===== src/rtl/iomem_gpio.sv =====
// GPIO peripheral on the rvsoc iomem bus: direction, atomic set/clear/toggle,
// synchronised inputs and sticky edge-detect interrupts.
module iomem_gpio #(
   parameter int unsigned NUM_PINS    = 32,
   parameter logic [7:0]  BASE_ADDR   = 8'h03,
   parameter int unsigned SYNC_STAGES = 2
) (
   input  logic                clk,
   input  logic                resetn,
   input  logic                iomem_valid,
   output logic                iomem_ready,
   input  logic [3:0]          iomem_wstrb,
   input  logic [31:0]         iomem_addr,
   input  logic [31:0]         iomem_wdata,
   output logic [31:0]         iomem_rdata,
   input  logic [NUM_PINS-1:0] gpio_in,
   output logic [NUM_PINS-1:0] gpio_out,
   output logic [NUM_PINS-1:0] gpio_oe,
   output logic                irq
);

   typedef logic [NUM_PINS-1:0] pins_t;

   localparam logic [5:0] RegDataOut = 6'h00;
   localparam logic [5:0] RegDir     = 6'h01;
   localparam logic [5:0] RegDataIn  = 6'h02;
   localparam logic [5:0] RegOutSet  = 6'h03;
   localparam logic [5:0] RegOutClr  = 6'h04;
   localparam logic [5:0] RegOutTgl  = 6'h05;
   localparam logic [5:0] RegRiseEn  = 6'h06;
   localparam logic [5:0] RegFallEn  = 6'h07;
   localparam logic [5:0] RegPend    = 6'h08;

   pins_t data_out_q, data_out_d;
   pins_t dir_q, dir_d;
   pins_t rise_en_q, rise_en_d;
   pins_t fall_en_q, fall_en_d;
   pins_t pend_q, pend_d;
   pins_t prev_in_q, prev_in_d;
   pins_t sync_q [SYNC_STAGES];
   pins_t sync_d [SYNC_STAGES];
   logic        ready_q, ready_d;
   logic [31:0] rdata_q, rdata_d;

   logic        accept;
   logic        wr_en;
   logic [5:0]  reg_sel;
   logic [31:0] byte_m;
   logic [31:0] wdata_m;
   logic [31:0] rd_val;
   pins_t       wmask;
   pins_t       wbits;
   pins_t       data_in;
   pins_t       events;
   logic        unused_addr;

   assign unused_addr = ^{iomem_addr[23:8], iomem_addr[1:0]};

   assign reg_sel = iomem_addr[7:2];
   assign accept  = iomem_valid && !ready_q && (iomem_addr[31:24] == BASE_ADDR);
   assign wr_en   = accept && (iomem_wstrb != 4'b0000);

   assign byte_m  = {{8{iomem_wstrb[3]}}, {8{iomem_wstrb[2]}},
                     {8{iomem_wstrb[1]}}, {8{iomem_wstrb[0]}}};
   assign wdata_m = iomem_wdata & byte_m;
   assign wmask   = byte_m[NUM_PINS-1:0];
   assign wbits   = wdata_m[NUM_PINS-1:0];

   assign data_in = sync_q[SYNC_STAGES-1];
   // Edge detect looks at the synchronised pins regardless of direction.
   assign events  = (data_in & ~prev_in_q & rise_en_q) | (~data_in & prev_in_q & fall_en_q);

   always_comb begin
      rd_val = 32'h0;
      case (reg_sel)
         RegDataOut: rd_val = 32'(data_out_q);
         RegDir:     rd_val = 32'(dir_q);
         RegDataIn:  rd_val = 32'(data_in);
         RegRiseEn:  rd_val = 32'(rise_en_q);
         RegFallEn:  rd_val = 32'(fall_en_q);
         RegPend:    rd_val = 32'(pend_q);
         default:    rd_val = 32'h0;
      endcase
   end

   always_comb begin
      data_out_d = data_out_q;
      dir_d      = dir_q;
      rise_en_d  = rise_en_q;
      fall_en_d  = fall_en_q;
      pend_d     = pend_q;
      rdata_d    = rdata_q;
      ready_d    = accept;
      prev_in_d  = data_in;

      sync_d[0] = gpio_in;
      for (int unsigned i = 1; i < SYNC_STAGES; i++) begin
         sync_d[i] = sync_q[i-1];
      end

      if (accept) begin
         rdata_d = rd_val;
      end

      if (wr_en) begin
         case (reg_sel)
            RegDataOut: data_out_d = (data_out_q & ~wmask) | wbits;
            RegDir:     dir_d      = (dir_q & ~wmask) | wbits;
            RegOutSet:  data_out_d = data_out_q | wbits;
            RegOutClr:  data_out_d = data_out_q & ~wbits;
            RegOutTgl:  data_out_d = data_out_q ^ wbits;
            RegRiseEn:  rise_en_d  = (rise_en_q & ~wmask) | wbits;
            RegFallEn:  fall_en_d  = (fall_en_q & ~wmask) | wbits;
            RegPend:    pend_d     = pend_q & ~wbits;
            default:    ;
         endcase
      end

      // A new qualifying edge wins over a same-cycle clear.
      pend_d = pend_d | events;
   end

   always_ff @(posedge clk) begin
      if (!resetn) begin
         data_out_q <= '0;
         dir_q      <= '0;
         rise_en_q  <= '0;
         fall_en_q  <= '0;
         pend_q     <= '0;
         prev_in_q  <= '0;
         ready_q    <= 1'b0;
         rdata_q    <= 32'h0;
         for (int unsigned i = 0; i < SYNC_STAGES; i++) begin
            sync_q[i] <= '0;
         end
      end else begin
         data_out_q <= data_out_d;
         dir_q      <= dir_d;
         rise_en_q  <= rise_en_d;
         fall_en_q  <= fall_en_d;
         pend_q     <= pend_d;
         prev_in_q  <= prev_in_d;
         ready_q    <= ready_d;
         rdata_q    <= rdata_d;
         for (int unsigned i = 0; i < SYNC_STAGES; i++) begin
            sync_q[i] <= sync_d[i];
         end
      end
   end

   assign iomem_ready = ready_q;
   assign iomem_rdata = rdata_q;
   assign gpio_out    = data_out_q;
   assign gpio_oe     = dir_q;
   assign irq         = |pend_q;

endmodule


===== config.mk =====
export PLATFORM = sky130hd
export DESIGN_NAME = iomem_gpio
export DESIGN_NICKNAME = d
export VERILOG_FILES = /design/src/rtl/iomem_gpio.sv
export SDC_FILE = /design/constraint.sdc
export NUM_CORES = 1
export LEC_CHECK = 0
export ABC_AREA = 1
export CAP_MARGIN = 0
export CORE_MARGIN = 3
export CORE_UTILIZATION = 30
export CTS_BUF_LIST = sky130_fd_sc_hd__clkbuf_16
export DETAILED_ROUTE_END_ITERATION = 12
export REMOVE_ABC_BUFFERS = 1
export SYNTH_ARGS = -nofsm -noshare
export SYNTH_HDL_FRONTEND = slang
export SYNTH_SLANG_ARGS = --single-unit

===== constraint.sdc =====
create_clock -name clk -period 2 [get_ports clk]
set_input_delay 0.2 -clock clk [delete_from_list [all_inputs] [get_ports clk]]
set_output_delay 0.2 -clock clk [all_outputs]
set_load 0.005 [all_outputs]

==> flow_summary.json, run 1 <==
{
  "outcome": "finished with violations",
  "violations": "negative setup slack",
  "postSynth.asyncResetShare": 0,
  "p_sw_w": 0.00302,
  "hold_path.class": "input pin to flop",
  "h-tree-depth": 2,
  "cp-end-kind": "output port",
  "ys_top_cells_by_area": "dfxtp_1, nand2_1, nor2_1, inv_1, nand3_1",
  "diodes": 0,
  "gp_congestion": 0.873,
  "synth_commonest_cells": "nand2_1, nor2_1, inv_1",
  "path_class": "flop to output port",
  "ys_types": 26,
  "fin_crit_ns": 2.08,
  "clkSinkCount": 289,
  "postCtsSetupBuffers": 0,
  "hold_buffers": 0,
  "grt_util_all_layers": 0.200,
  "crit_buf_inv": 3,
  "cp_max_fo": 2,
  "pin_count": 201,
  "grt_max_degree": 57,
  "synth-edff-count": 0,
  "die_w_um": 226,
  "slowest_stage": "nor4_4",
  "syn_area_per_cell_um2": 6.27,
  "yosysWarnings": 0,
  "place_area_um2": 17900,
  "netlist_instances": 2317,
  "first_pass_iters": 6,
  "p_total_w": 0.0131,
  "route.detailed.drc": 0,
  "timing.hold.ws_ns": 0.199,
  "cts_buffers": 34,
  "setup_slack_ns": -0.0820,
  "rows": 79,
  "cts-root-buf": "clkbuf_16",
  "fp.dieH_um": 226,
  "period_share": 1.04,
  "area_growth_pct": 31.2,
  "start_util": 0.308,
  "rsz0062_at_grt": "true",
  "postLayoutCellArea_um2": 19000,
  "cts_tree": "yes",
  "drive_gt1_frac": 0.0864,
  "powerDensity_nw_per_um2": 690,
  "avgViaCountPerCell": 4.69,
  "max_freq_ghz": 0.480,
  "pwr-share-seq": 0.447,
  "p_clk_frac": 0.489,
  "path_cells": "inv_2 -> nand4_1 -> nor4_4 -> buf_4 -> nand2_4 -> buf_6",
  "dieArea_um2": 51100,
  "slew_headroom": 0.650,
  "startpoint_type": "flop",
  "final.setup_skew_ns": 0.0146,
  "insertion_delay_ns": 0.53,
  "vias": 14900,
  "yosysMostFrequentCell": "nand2_1",
  "wl_per_cell_um": 16.3,
  "setup_violations": 1,
  "fillerInstances": 4919,
  "antenna_found_initial": 0,
  "coreArea_um2": 47100,
  "final_util": 0.404,
  "path_delay_family": "simple AND/OR/NAND/NOR gates",
  "hold_path_depth": 3,
  "grt-ovfl-total": 0,
  "power.share.switching": 0.230,
  "maxCapViolCount": 0,
  "yosysSeqAreaShare": 0.398,
  "p_leak_nw": 8.63,
  "syn_area_um2": 14500,
  "postRouteWirelength_mm": 51.7,
  "antenna_left": 0,
  "io_buffers": 182,
  "ys_ff_latch": 289,
  "yosysTopAreaCellShare": 0.398,
  "worstPathRequired_ns": 1.80,
  "dp_hpwl_mm": 36.2,
  "final_nets": 2682,
  "arrival_ns": 1.88,
  "ir_worst_vdd_v": 0.000398,
  "pwr-share-comb": 0.063,
  "grt_pass1_vias": 14200,
  "cts.path.max_buffers": 3,
  "first_iter_violations": 1045,
  "synth_top_flop_cell": "dfxtp_1",
  "crit_cells": 6,
  "reg2regPathDepth": 9,
  "clkTransAtPathRegs_ns": 0.06,
  "yosysTopAreaCell": "dfxtp_1",
  "grt_pass1_wl_mm": 79.8,
  "hold_viol": 0,
  "internal-power_w": 0.0101,
  "tightest_slew_ns": 0.526,
  "slew_viol_final": 0,
  "critPathMaxStageDelay_ns": 0.41
}
[kinds of logic after synthesis]
kind of cell / count (synthesis) / share of synthesized area
AO/OA/AOI/OAI: 242 / 0.0881
buffers and inverters: 562 / 0.149
adder cells (fa/ha/maj): 32 / 0.0276
AND/OR/NAND/NOR: 1192 / 0.337
flip-flops: 289 / 0.398
[layout make-up]
type,count,area [um^2],area share
tap,607,759,0.0399
clock inverter,20,209,0.0110
sequential,289,5790,0.304
timing repair buffer,301,3030,0.159
multi-input combinational,1466,6620,0.348
clock buffer,37,926,0.0486
inverter,455,1710,0.0897
[layout by cell type (no fill, tap or decap), types with 37 or more instances in the layout]
cell and n:
clkdlybuf4s50_1 180, nor2_1 444, clkbuf_16 37, a21oi_1 96, o21ai_0 85, inv_1 446
nand2_1 538, dfxtp_1 286, nand3_1 134, buf_4 94
[final timing paths]
kind,start,endpoint,slack (ns)
setup / recovery,pend_q[27],irq,-0.08
hold / removal,resetn,sync_q[0][32],0.20
setup reg to reg,iomem_ready,gpio_out[10],0.21
hold reg to reg,sync_q[0][0],sync_q[0][32],0.41
[power groups by stage]
stage | Clock [W] | Sequential, W | Combinational [W]
floorplan | 0 | 0.00599 | 0.000269
global placement | 0 | 0.00601 | 0.000818
detailed placement | 0 | 0.00601 | 0.000827
CTS | 0.00658 | 0.00588 | 0.000831
global route | 0.00678 | 0.00589 | 0.000908
finish | 0.00643 | 0.00588 | 0.000833
[per-stage QoR]
stage / setup slack [ns] / setup TNS (ns) / std cells
after floorplan: -1.70 / -257.79 / 2210
after global placement: -0.351 / -28.42 / 3118
after detailed placement: -0.344 / -29.97 / 3118
after CTS: -0.0943 / -0.0943 / 3175
after global routing: -0.142 / -0.142 / 3175
final: -0.0820 / -0.0820 / 3175
[what timing repair did]
| action | 4_1_cts | 5_1_grt |
|---|---|---|
| endpoints found under the setup margin | 1 | 1 |
| resized for setup | 16 | 5 |
| pin swaps | 5 | 2 |
[layer usage]
layer / GRT usage / part of all wire
met1: 0.263 / 0.44
met2: 0.340 / 0.47
met3: 0.0274 / 0.067
met4: 0.0646 / 0.026
met5: 0 / 0
[worst register-to-register path, cell delays in order (launching register included)]
cell and delay [ns]:
dfxtp_1 0.33, inv_1 0.06, nand2_1 0.06, nor2_1 0.11, nand3_1 0.21, nor2_4 0.25, buf_4 0.38, nand3_1 0.13
nor2_1 0.11, nor2_1 0.06
Note: power is estimated with default switching activity, not from simulation.
==> run 2, diff against run 1 <==
--- a/config.mk
+++ b/config.mk
@@ -8,7 +8,7 @@
 export ABC_AREA = 1
 export CAP_MARGIN = 0
 export CORE_MARGIN = 3
-export CORE_UTILIZATION = 30
+export CORE_UTILIZATION = 25
 export CTS_BUF_LIST = sky130_fd_sc_hd__clkbuf_16
 export DETAILED_ROUTE_END_ITERATION = 12
 export REMOVE_ABC_BUFFERS = 1
==> run 2 against run 1 <==
Effect of this change: the flow still finishes with violations (negative setup slack); maximum frequency is 2.5% higher; via count is 4.7% lower; clock skew decreased by 0.0024 ns; die area rose by 19%; final cell count grew 5.4%; largest cell class unchanged.
==> flow_summary.json, run 2 (same netlist as run 1, synthesis figures left out) <==
{
  "outcome": "finished with violations",
  "violations": "negative setup slack",
  "grt_pass1_wl_mm": 78.5,
  "start_util": 0.255,
  "clkSinkCount": 289,
  "slew_headroom": 0.725,
  "area_growth_pct": 33.8,
  "wl_per_cell_um": 15.5,
  "slowest_stage": "nor4_2",
  "antenna_left": 0,
  "cts-root-buf": "clkbuf_16",
  "preCtsSetupSlack_ns": -0.292,
  "slew_viol_final": 0,
  "cts_buffers": 34,
  "vias": 14200,
  "hold_viol": 0,
  "avgViaCountPerCell": 4.24,
  "final_nets": 2705,
  "path_delay_family": "simple AND/OR/NAND/NOR gates",
  "route.detailed.drc": 0,
  "dp_hpwl_mm": 37.0,
  "insertion_delay_ns": 0.52,
  "grt_util_all_layers": 0.167,
  "hold_buffers": 0,
  "cts.path.max_buffers": 3,
  "ir_worst_vdd_v": 0.000464,
  "antenna_found_initial": 2,
  "io_buffers": 182,
  "setup_slack_ns": -0.0306,
  "first_iter_violations": 959,
  "rsz0062_at_grt": "true",
  "reg2regPathDepth": 10,
  "r2r-start": "iomem_ready",
  "p_leak_nw": 8.74,
  "period_share": 1.02,
  "first_pass_iters": 5,
  "grt-ovfl-total": 0,
  "setup_violations": 1,
  "hold_path_depth": 3,
  "gp_congestion": 0.811,
  "pin_count": 201,
  "postRouteWirelength_mm": 51.8,
  "rows": 87,
  "hp-start": "resetn",
  "path_class": "flop to output port",
  "die_w_um": 247,
  "powerDensity_nw_per_um2": 660,
  "final_cell_mix": "nand2_1, inv_1, nor2_1, dfxtp_1, clkdlybuf4s50_1",
  "final.setup_skew_ns": 0.0122,
  "dieArea_um2": 61000,
  "drive_gt1_frac": 0.0969,
  "startpoint_type": "flop",
  "hold_end": "sync_q[0][12]",
  "coreArea_um2": 56900,
  "crit_buf_inv": 2,
  "grt_pass1_vias": 13400,
  "max_freq_ghz": 0.492,
  "arrival_ns": 1.83,
  "fin_crit_ns": 2.03,
  "maxCapViolCount": 0,
  "cp_max_fo": 2,
  "tightest_slew_ns": 0.413,
  "reg2reg_slack_ns": 0.26,
  "clkTransAtPathRegs_ns": 0.06,
  "worstPathRequired_ns": 1.80,
  "grt_max_degree": 69,
  "critPathMaxStageDelay_ns": 0.39,
  "timing.hold.ws_ns": 0.0751,
  "path_cells": "inv_1 -> nand4_1 -> nor4_2 -> nand2_2 -> buf_6",
  "h-tree-depth": 2,
  "hold_path.class": "input pin to flop",
  "cp-end-kind": "output port",
  "fp.dieH_um": 247,
  "layout_commonest_cell": "nand2_1",
  "cts_tree": "yes"
}
-- run 2: timing repair --
action                     CTS  global route
resized for setup           16             6
setup buffers                1             0
setup endpoints to repair    1             1
pin swaps                    5             3
-- run 2: layout make-up --
class                   count  area, um^2
fillers                  6096       37500
multi-input cells        1466        6630
flip-flops and latches    289        5790
repair buffers            324        3290
inverters                 455        1710
well taps                 756         946
clock buffers              37         926
clock inverters            20         141
diodes                      1        2.50
-- run 2: worst max path at each step --
stage | to | slack [ns] | depth (start not counted) | from
final | irq | -0.03 | 5 | pend_q[28]
after floorplan | gpio_out[0] | -1.70 | 9 | iomem_ready
after CTS | irq | -0.04 | 5 | pend_q[9]
after global placement | flop | -0.32 | 9 | iomem_wstrb[3]
after detailed placement | flop | -0.29 | 9 | iomem_wstrb[3]
after global routing | irq | -0.13 | 5 | pend_q[28]
-- run 2: metrics by stage --
stage | std cells | power [W] | area (um^2) | setup TNS, ns | util
floorplan | 2210 | 0.00626 | 14100 | -257.79 | -
global placement | 3289 | 0.00688 | 18300 | -30.47 | 0.322
detailed placement | 3289 | 0.00687 | 18300 | -27.94 | 0.322
CTS | 3347 | 0.0130 | 19400 | -0.0386 | 0.341
global route | 3347 | 0.0133 | 19400 | -0.126 | 0.341
finish | 3348 | 0.0128 | 19400 | -0.0306 | 0.341
-- run 2: metal layers --
metal | GRT usage | wire length, um | up-vias
met2 | 0.279 | 23700 | 338
met4 | 0.0508 | 1360 | 2
met1 | 0.217 | 23700 | 6301
met3 | 0.0331 | 3050 | 72
met5 | 0 | 7 | -
li1 | - | - | 7476
-- run 2: worst register-to-register path: stages, from the launching register on --
cell and delay, ns:
dfxtp_1 0.32, inv_1 0.05, nand2_1 0.06, nor2_1 0.11
buf_4 0.12, nand3_1 0.24, nor2_2 0.28, buf_12 0.24
nand3_1 0.11, nand2_1 0.07, nor2_1 0.04
-- run 2: report_power, final --
part / internal (W) / switching, W / leakage [nW]
Combinational: 0.000384 / 0.000484 / 5.85
Clock: 0.00357 / 0.00251 / 0.549
Sequential: 0.00584 / 0.0000416 / 2.35
